--- src/rtl/ifetch_pkg.sv ---
// Shared types and helpers for the instruction fetch queue.
package ifetch_pkg;

  localparam int INSTR_BYTES = 4;
  localparam int DEF_ADDR_W  = 32;
  localparam int DEF_INSTR_W = 32;

  typedef logic [DEF_ADDR_W-1:0] pc_t;

  typedef struct packed {
    logic [DEF_INSTR_W-1:0] instr;
    pc_t                    pc;
  } fetch_entry_t;

  // Word-align a PC by clearing the byte-offset bits.
  function automatic pc_t align_pc(input pc_t pc);
    return pc & ~pc_t'(INSTR_BYTES - 1);
  endfunction

endpackage

--- src/rtl/ifetch_fifo.sv ---
// Synchronous prefetch FIFO holding fetched {instr, pc} entries.
// Storage is not reset; only pointers and occupancy are.
module ifetch_fifo
  import ifetch_pkg::*;
#(
  parameter int  DEPTH   = 4,
  parameter type entry_t = fetch_entry_t
) (
  input  logic                       clock,
  input  logic                       reset,
  input  logic                       push,
  input  entry_t                     push_data,
  input  logic                       pop,
  input  logic                       flush,
  output entry_t                     head,
  output logic [$clog2(DEPTH+1)-1:0] count
);

  localparam int CNT_W = $clog2(DEPTH + 1);
  localparam int PTR_W = $clog2(DEPTH);

  entry_t           mem [DEPTH];
  logic [PTR_W-1:0] rd_ptr;
  logic [PTR_W-1:0] wr_ptr;

  // Pointer and occupancy tracking; flush empties the queue in one cycle.
  always_ff @(posedge clock) begin
    if (!reset || flush) begin
      rd_ptr <= '0;
      wr_ptr <= '0;
      count  <= '0;
    end else begin
      if (push) wr_ptr <= wr_ptr + 1'b1;
      if (pop)  rd_ptr <= rd_ptr + 1'b1;
      case ({push, pop})
        2'b10:   count <= count + 1'b1;
        2'b01:   count <= count - 1'b1;
        default: count <= count;
      endcase
    end
  end

  // Entry storage; written on push only.
  always_ff @(posedge clock) begin
    if (push) mem[wr_ptr] <= push_data;
  end

  assign head = mem[rd_ptr];

  // The credit scheme upstream must never let a push meet a full queue.
  assert property (@(posedge clock) disable iff (!reset)
                   (push && !flush) |-> (count != CNT_W'(DEPTH)));

endmodule

--- src/rtl/ifetch_queue.sv ---
// Pipelined instruction fetch: PC generation, credit-limited requests to a
// variable-latency in-order memory, a prefetch queue toward decode, and
// redirect handling that flushes queued and in-flight fetches.
module ifetch_queue
  import ifetch_pkg::*;
#(
  parameter int                ADDR_W   = 32,
  parameter int                INSTR_W  = 32,
  parameter int                DEPTH    = 4,
  parameter logic [ADDR_W-1:0] RESET_PC = '0
) (
  input  logic                       clock,
  input  logic                       reset,
  output logic                       imem_req,
  output logic [ADDR_W-1:0]          imem_addr,
  input  logic                       imem_gnt,
  input  logic                       imem_rvalid,
  input  logic [INSTR_W-1:0]         imem_rdata,
  input  logic                       redirect_valid,
  input  logic [ADDR_W-1:0]          redirect_target,
  output logic                       dec_valid,
  input  logic                       dec_ready,
  output logic [INSTR_W-1:0]         dec_instr,
  output logic [ADDR_W-1:0]          dec_pc,
  output logic [ADDR_W-1:0]          dec_pc_plus_4,
  output logic [$clog2(DEPTH+1)-1:0] q_count
);

  localparam int                CNT_W   = $clog2(DEPTH + 1);
  localparam int                SUM_W   = CNT_W + 1;
  localparam logic [SUM_W-1:0]  CREDITS = SUM_W'(DEPTH);
  localparam logic [ADDR_W-1:0] PC_STEP = ADDR_W'(INSTR_BYTES);

  typedef struct packed {
    logic [INSTR_W-1:0] instr;
    logic [ADDR_W-1:0]  pc;
  } entry_t;

  // Word-align an incoming target; the low byte-offset bits are ignored.
  function automatic logic [ADDR_W-1:0] word_align(input logic [ADDR_W-1:0] a);
    return a & ~ADDR_W'(INSTR_BYTES - 1);
  endfunction

  logic [ADDR_W-1:0] fetch_pc;
  logic [ADDR_W-1:0] resp_pc;
  logic [CNT_W-1:0]  outstanding;
  logic [CNT_W-1:0]  drop_cnt;
  logic              credit_ok;
  logic              issue;
  logic              resp_drop;
  logic              push;
  logic              pop;
  entry_t            push_data;
  entry_t            head;

  // Queued plus in-flight entries may never exceed the queue depth, so every
  // response that is kept is guaranteed a free slot.
  assign credit_ok = ({1'b0, q_count} + {1'b0, outstanding}) < CREDITS;
  assign imem_req  = reset & ~redirect_valid & credit_ok;
  assign imem_addr = fetch_pc;
  assign issue     = imem_req & imem_gnt;

  // Responses belonging to a squashed fetch stream are discarded.
  assign resp_drop = imem_rvalid & (drop_cnt != '0);
  assign push      = reset & imem_rvalid & ~redirect_valid & (drop_cnt == '0);
  assign push_data = '{instr: imem_rdata, pc: resp_pc};

  assign dec_valid     = reset & ~redirect_valid & (q_count != '0);
  assign pop           = dec_valid & dec_ready;
  assign dec_instr     = head.instr;
  assign dec_pc        = head.pc;
  assign dec_pc_plus_4 = head.pc + PC_STEP;

  // PC, credit and drop bookkeeping; a redirect overrides everything else.
  always_ff @(posedge clock) begin
    if (!reset) begin
      fetch_pc    <= RESET_PC;
      resp_pc     <= RESET_PC;
      outstanding <= '0;
      drop_cnt    <= '0;
    end else if (redirect_valid) begin
      fetch_pc    <= word_align(redirect_target);
      resp_pc     <= word_align(redirect_target);
      outstanding <= outstanding - CNT_W'(imem_rvalid);
      drop_cnt    <= outstanding - CNT_W'(imem_rvalid);
    end else begin
      if (issue) fetch_pc <= fetch_pc + PC_STEP;
      if (push)  resp_pc  <= resp_pc + PC_STEP;
      outstanding <= outstanding + CNT_W'(issue) - CNT_W'(imem_rvalid);
      if (resp_drop) drop_cnt <= drop_cnt - 1'b1;
    end
  end

  ifetch_fifo #(
    .DEPTH   (DEPTH),
    .entry_t (entry_t)
  ) u_fifo (
    .clock     (clock),
    .reset     (reset),
    .push      (push),
    .push_data (push_data),
    .pop       (pop),
    .flush     (redirect_valid),
    .head      (head),
    .count     (q_count)
  );

endmodule

--- config.mk ---
export PLATFORM = sky130hd
export DESIGN_NAME = ifetch_queue
export DESIGN_NICKNAME = d
export VERILOG_FILES = /design/src/rtl/ifetch_pkg.sv /design/src/rtl/ifetch_fifo.sv /design/src/rtl/ifetch_queue.sv
export SDC_FILE = /design/constraint.sdc
export NUM_CORES = 1
export LEC_CHECK = 0
export CORE_ASPECT_RATIO = 1.2
export CORE_MARGIN = 2
export CORE_UTILIZATION = 50
export CTS_CLUSTER_SIZE = 14
export DETAILED_ROUTE_END_ITERATION = 8
export PLACE_DENSITY_LB_ADDON = 0.1
export SETUP_SLACK_MARGIN = 0.05
export SYNTH_ARGS = -nofsm -noshare
export SYNTH_HDL_FRONTEND = slang
export SYNTH_SLANG_ARGS = --single-unit
export TNS_END_PERCENT = 5
--- constraint.sdc ---
create_clock -name clock -period 6.6 [get_ports clock]
set_input_delay 0.66 -clock clock [delete_from_list [all_inputs] [get_ports clock]]
set_output_delay 0.66 -clock clock [all_outputs]
set_load 0.02 [all_outputs]
==> flow_summary.yaml <==
setup_path:
  crit_path_start_kind: "flop"
  r2r_end: "outstanding[2]$_SDFF_PN0_"
  required_ns: 5.94
  r2r_start: "u_fifo.count[2]$_SDFFE_PP0P_"
  regToRegSetupSlack_ns: 3.40
  critPathSlowestCell: "dfxtp_2"
  cp_max_fo: 23
  cp_num_cells: 8
  arrival_ns: 3.97
  cpPeakStageDelay_ns: 0.72
  critPathKind: "flop to primary output"
  crit_buf_inv: 2
  critical_path.top_delay_family: "buffers and inverters"
  endpoint: "dec_pc_plus_4[14]"
  crit_chain: "buf_4 > mux4_2 > ha_1 > and4_1 > and2_1 > nand4_1 > xnor2_1 > clkdlybuf4s50_1"
  setup.worst_path.end_class: "primary output"
  rr_worst_depth: 12
logic_synthesis:
  synthTopCellsByCount: "edfxtp_1 (248), dfxtp_1 (75), mux4_2 (62)"
  yosys-top-cells-area: "edfxtp_1 (55%), dfxtp_1 (11%), mux4_2 (10%)"
  synth_edf_count: 248
  synth-main-ff-cell: "edfxtp_1"
  synth_largest_type_area_fraction: 0.552
  ys_warn_count: 0
  synth.largest_area_cell: "edfxtp_1"
  synth_seq_cells: 323
  yosysUniqueCellTypes: 46
  syn_avg_cell_area_sq_um: 15.2
  netlist_area_sq_mm: 0.0135
  syn_inst: 885
  synthMostInstantiatedCell: "edfxtp_1"
  postSynth.asyncResetShare: 0
  synth_seq_area_share: 0.663
sta:
  tightest_slew_ns: 1.07
  finalHoldViolations: 0
  fmax_ghz: 0.216
  rsz0062_at_grt: "no"
  setup_ws_ns: 1.97
  slew_headroom: 0.286
  clock_skew_ns: 0.0123
  period_share: 0.702
  min_period_ns: 4.63
  finalSetupTns_ns: 0
  finalSetupViolations: 0
  final_max_slew_viol_count: 0
clock_network:
  ctsHtreeMaxLevel: 2
  ctsResizeCount: 0
  path_clk_slew_ns: 0.06
  clockRootBuffer: "clkbuf_16"
  post_cts_buffers: 0
  numClockSinks: 323
  worstSkewPairLatency_ns: 0.51
  cts_buffer_depth: 3
  hold_buffers: 0
  cts_buffers: 34
  tritoncts: "done"
run:
  maxCapViolations: 0
layout:
  nets: 1168
  area_growth_pct: 24.1
  post-route-cell-area_sq_mm: 0.0167
  n_antenna_cell: 0
  fillers: 1998
  drive_above_1_share: 0.119
route:
  drt-initial-drc-count: 552
  drc_errors: 0
  first_pass_iters: 5
  vias: 8132
  wl_per_cell_microns: 19.5
  avgViaCountPerCell: 5.65
  postRouteAntennaNets: 0
  wirelength_mm: 28.1
global_routing:
  grt_pass1_vias: 8178
  grt_pass1_wl_mm: 44.2
  overflow: 0
  antenna_found_initial: 0
  grt_usage: 0.199
  grt_max_degree: 74
placed_design:
  place_area_sq_mm: 0.0157
  gp_congestion: 0.840
  hpwlAfterDp_mm: 18.5
  dp_slack_ns: 2.41
  io_buffer_count: 194
die:
  io-pin-count: 203
  row_count: 65
  fp.coreArea_sq_mm: 0.0264
  fp.dieArea_sq_mm: 0.0283
  die_w_microns: 154
  initial_core_util: 0.510
  die_h_microns: 184
power:
  leakage_nw: 5.38
  p_per_area_mw_per_mm2: 263
  ir_drop_v: 0.000150
status:
  status: "complete, no violations"
min_path:
  hold_path_depth: 2
  hold_path.class: "flop to flop"
==> metal layers <==
| layer | global-route usage | up-vias | part of all wire |
|---|---|---|---|
| met5 | 0 | - | 0 |
| li1 | - | 3796 | - |
| met4 | 0.0617 | 0 | 0.022 |
| met3 | 0.0339 | 43 | 0.052 |
| met1 | 0.262 | 4031 | 0.43 |
| met2 | 0.341 | 262 | 0.50 |
==> cells in the final DEF (no fill, tap or decap), types with 3 or more instances in the layout <==
master and count:
edfxtp_1 248, clkdlybuf4s50_1 194, dfxtp_1 73, mux4_2 62, xnor2_1 54, a21oi_1 50
nand2_1 43, o21ai_0 39, clkbuf_16 34, nand4_1 28, xor2_1 27, nand3_1 26
inv_1 22, nor2_1 21, ha_1 16, and4_1 15, a31oi_1 14, nor3_1 13
and3_1 13, or3_1 10, buf_4 9, and2_1 8, nor4_1 8, clkbuf_1 7
conb_1 6, clkinv_2 6, clkinv_1 6, nand2b_1 4, and3_2 4, o21a_1 3
nor2b_1 3, a311oi_1 3, or4_1 3
==> worst min-delay path by stage <==
stage / startpoint / endpoint
2_1_floorplan: u_fifo.wr_ptr[1]$_SDFFE_PP0P_ / u_fifo.wr_ptr[1]$_SDFFE_PP0P_
3_3_place_gp: u_fifo.wr_ptr[1]$_SDFFE_PP0P_ / u_fifo.wr_ptr[1]$_SDFFE_PP0P_
3_5_place_dp: u_fifo.wr_ptr[1]$_SDFFE_PP0P_ / u_fifo.wr_ptr[1]$_SDFFE_PP0P_
4_1_cts: u_fifo.wr_ptr[1]$_SDFFE_PP0P_ / u_fifo.wr_ptr[1]$_SDFFE_PP0P_
5_1_grt: u_fifo.wr_ptr[1]$_SDFFE_PP0P_ / u_fifo.wr_ptr[1]$_SDFFE_PP0P_
6_report: u_fifo.wr_ptr[1]$_SDFFE_PP0P_ / u_fifo.wr_ptr[1]$_SDFFE_PP0P_
==> logic make-up (layout without fill, tap and decap cells) <==
family                     count (synthesis)  count (layout)  synth area share
AOI/OAI and AO/OA                        115             115            0.0465
xor gates and xnor gates                  81              81            0.0526
adders and majority gates                 18              18            0.0178
buffers and inverters                     73             288            0.0263
DFF                                      323             323             0.663
muxes                                     62              62             0.103
other                                      1               6          0.000278
and+or+nand+nor                          212             212            0.0899
==> through the flow <==
step           instances  hold WS [ns]   util  power [W]
2_1_floorplan        890         0.469      -    0.00250
3_3_place_gp        1379         0.485  0.594    0.00265
3_5_place_dp        1379         0.497  0.594    0.00266
4_1_cts             1440         0.505  0.633    0.00445
5_1_grt             1440         0.535  0.633    0.00457
6_report            1440         0.497  0.633    0.00440
==> worst reg2reg max path, cell delays in order (launching register included) <==
cell and delay, ns:
dfxtp_1 0.40, ha_1 0.25, nor3_1 0.16, and4_1 0.68, inv_4 0.14, ha_1 0.32
inv_1 0.04, ha_1 0.18, fa_1 0.39, xor2_1 0.15, o21ai_0 0.19, xnor2_1 0.15
nor2b_1 0.06
==> flip-flops by register name, indices dropped and copies added, names as in the netlist, named ones only <==
signal / flops
drop_cnt: 3
u_fifo.mem: 248
imem_addr: 30
u_fifo.wr_ptr: 2
resp_pc: 30
outstanding: 3
u_fifo.rd_ptr: 2
u_fifo.count: 3
==> final cells by class <==
type | count | area, sq um | area share
Sequential cell | 323 | 8950 | 0.535
Multi-Input combinational cell | 494 | 4210 | 0.252
Timing Repair Buffer | 203 | 2010 | 0.120
Clock buffer | 44 | 906 | 0.0541
Tap cell | 335 | 419 | 0.0250
Clock inverter | 17 | 146 | 0.00875
Inverter | 24 | 92.6 | 0.00553
==> power by group <==
group          switching, W  internal [W]  total (W)
Sequential        0.0000542       0.00224    0.00230
Clock              0.000734       0.00105    0.00179
Combinational      0.000165      0.000153   0.000318
Total              0.000953       0.00345    0.00440
(Power assumes the default switching activity.)
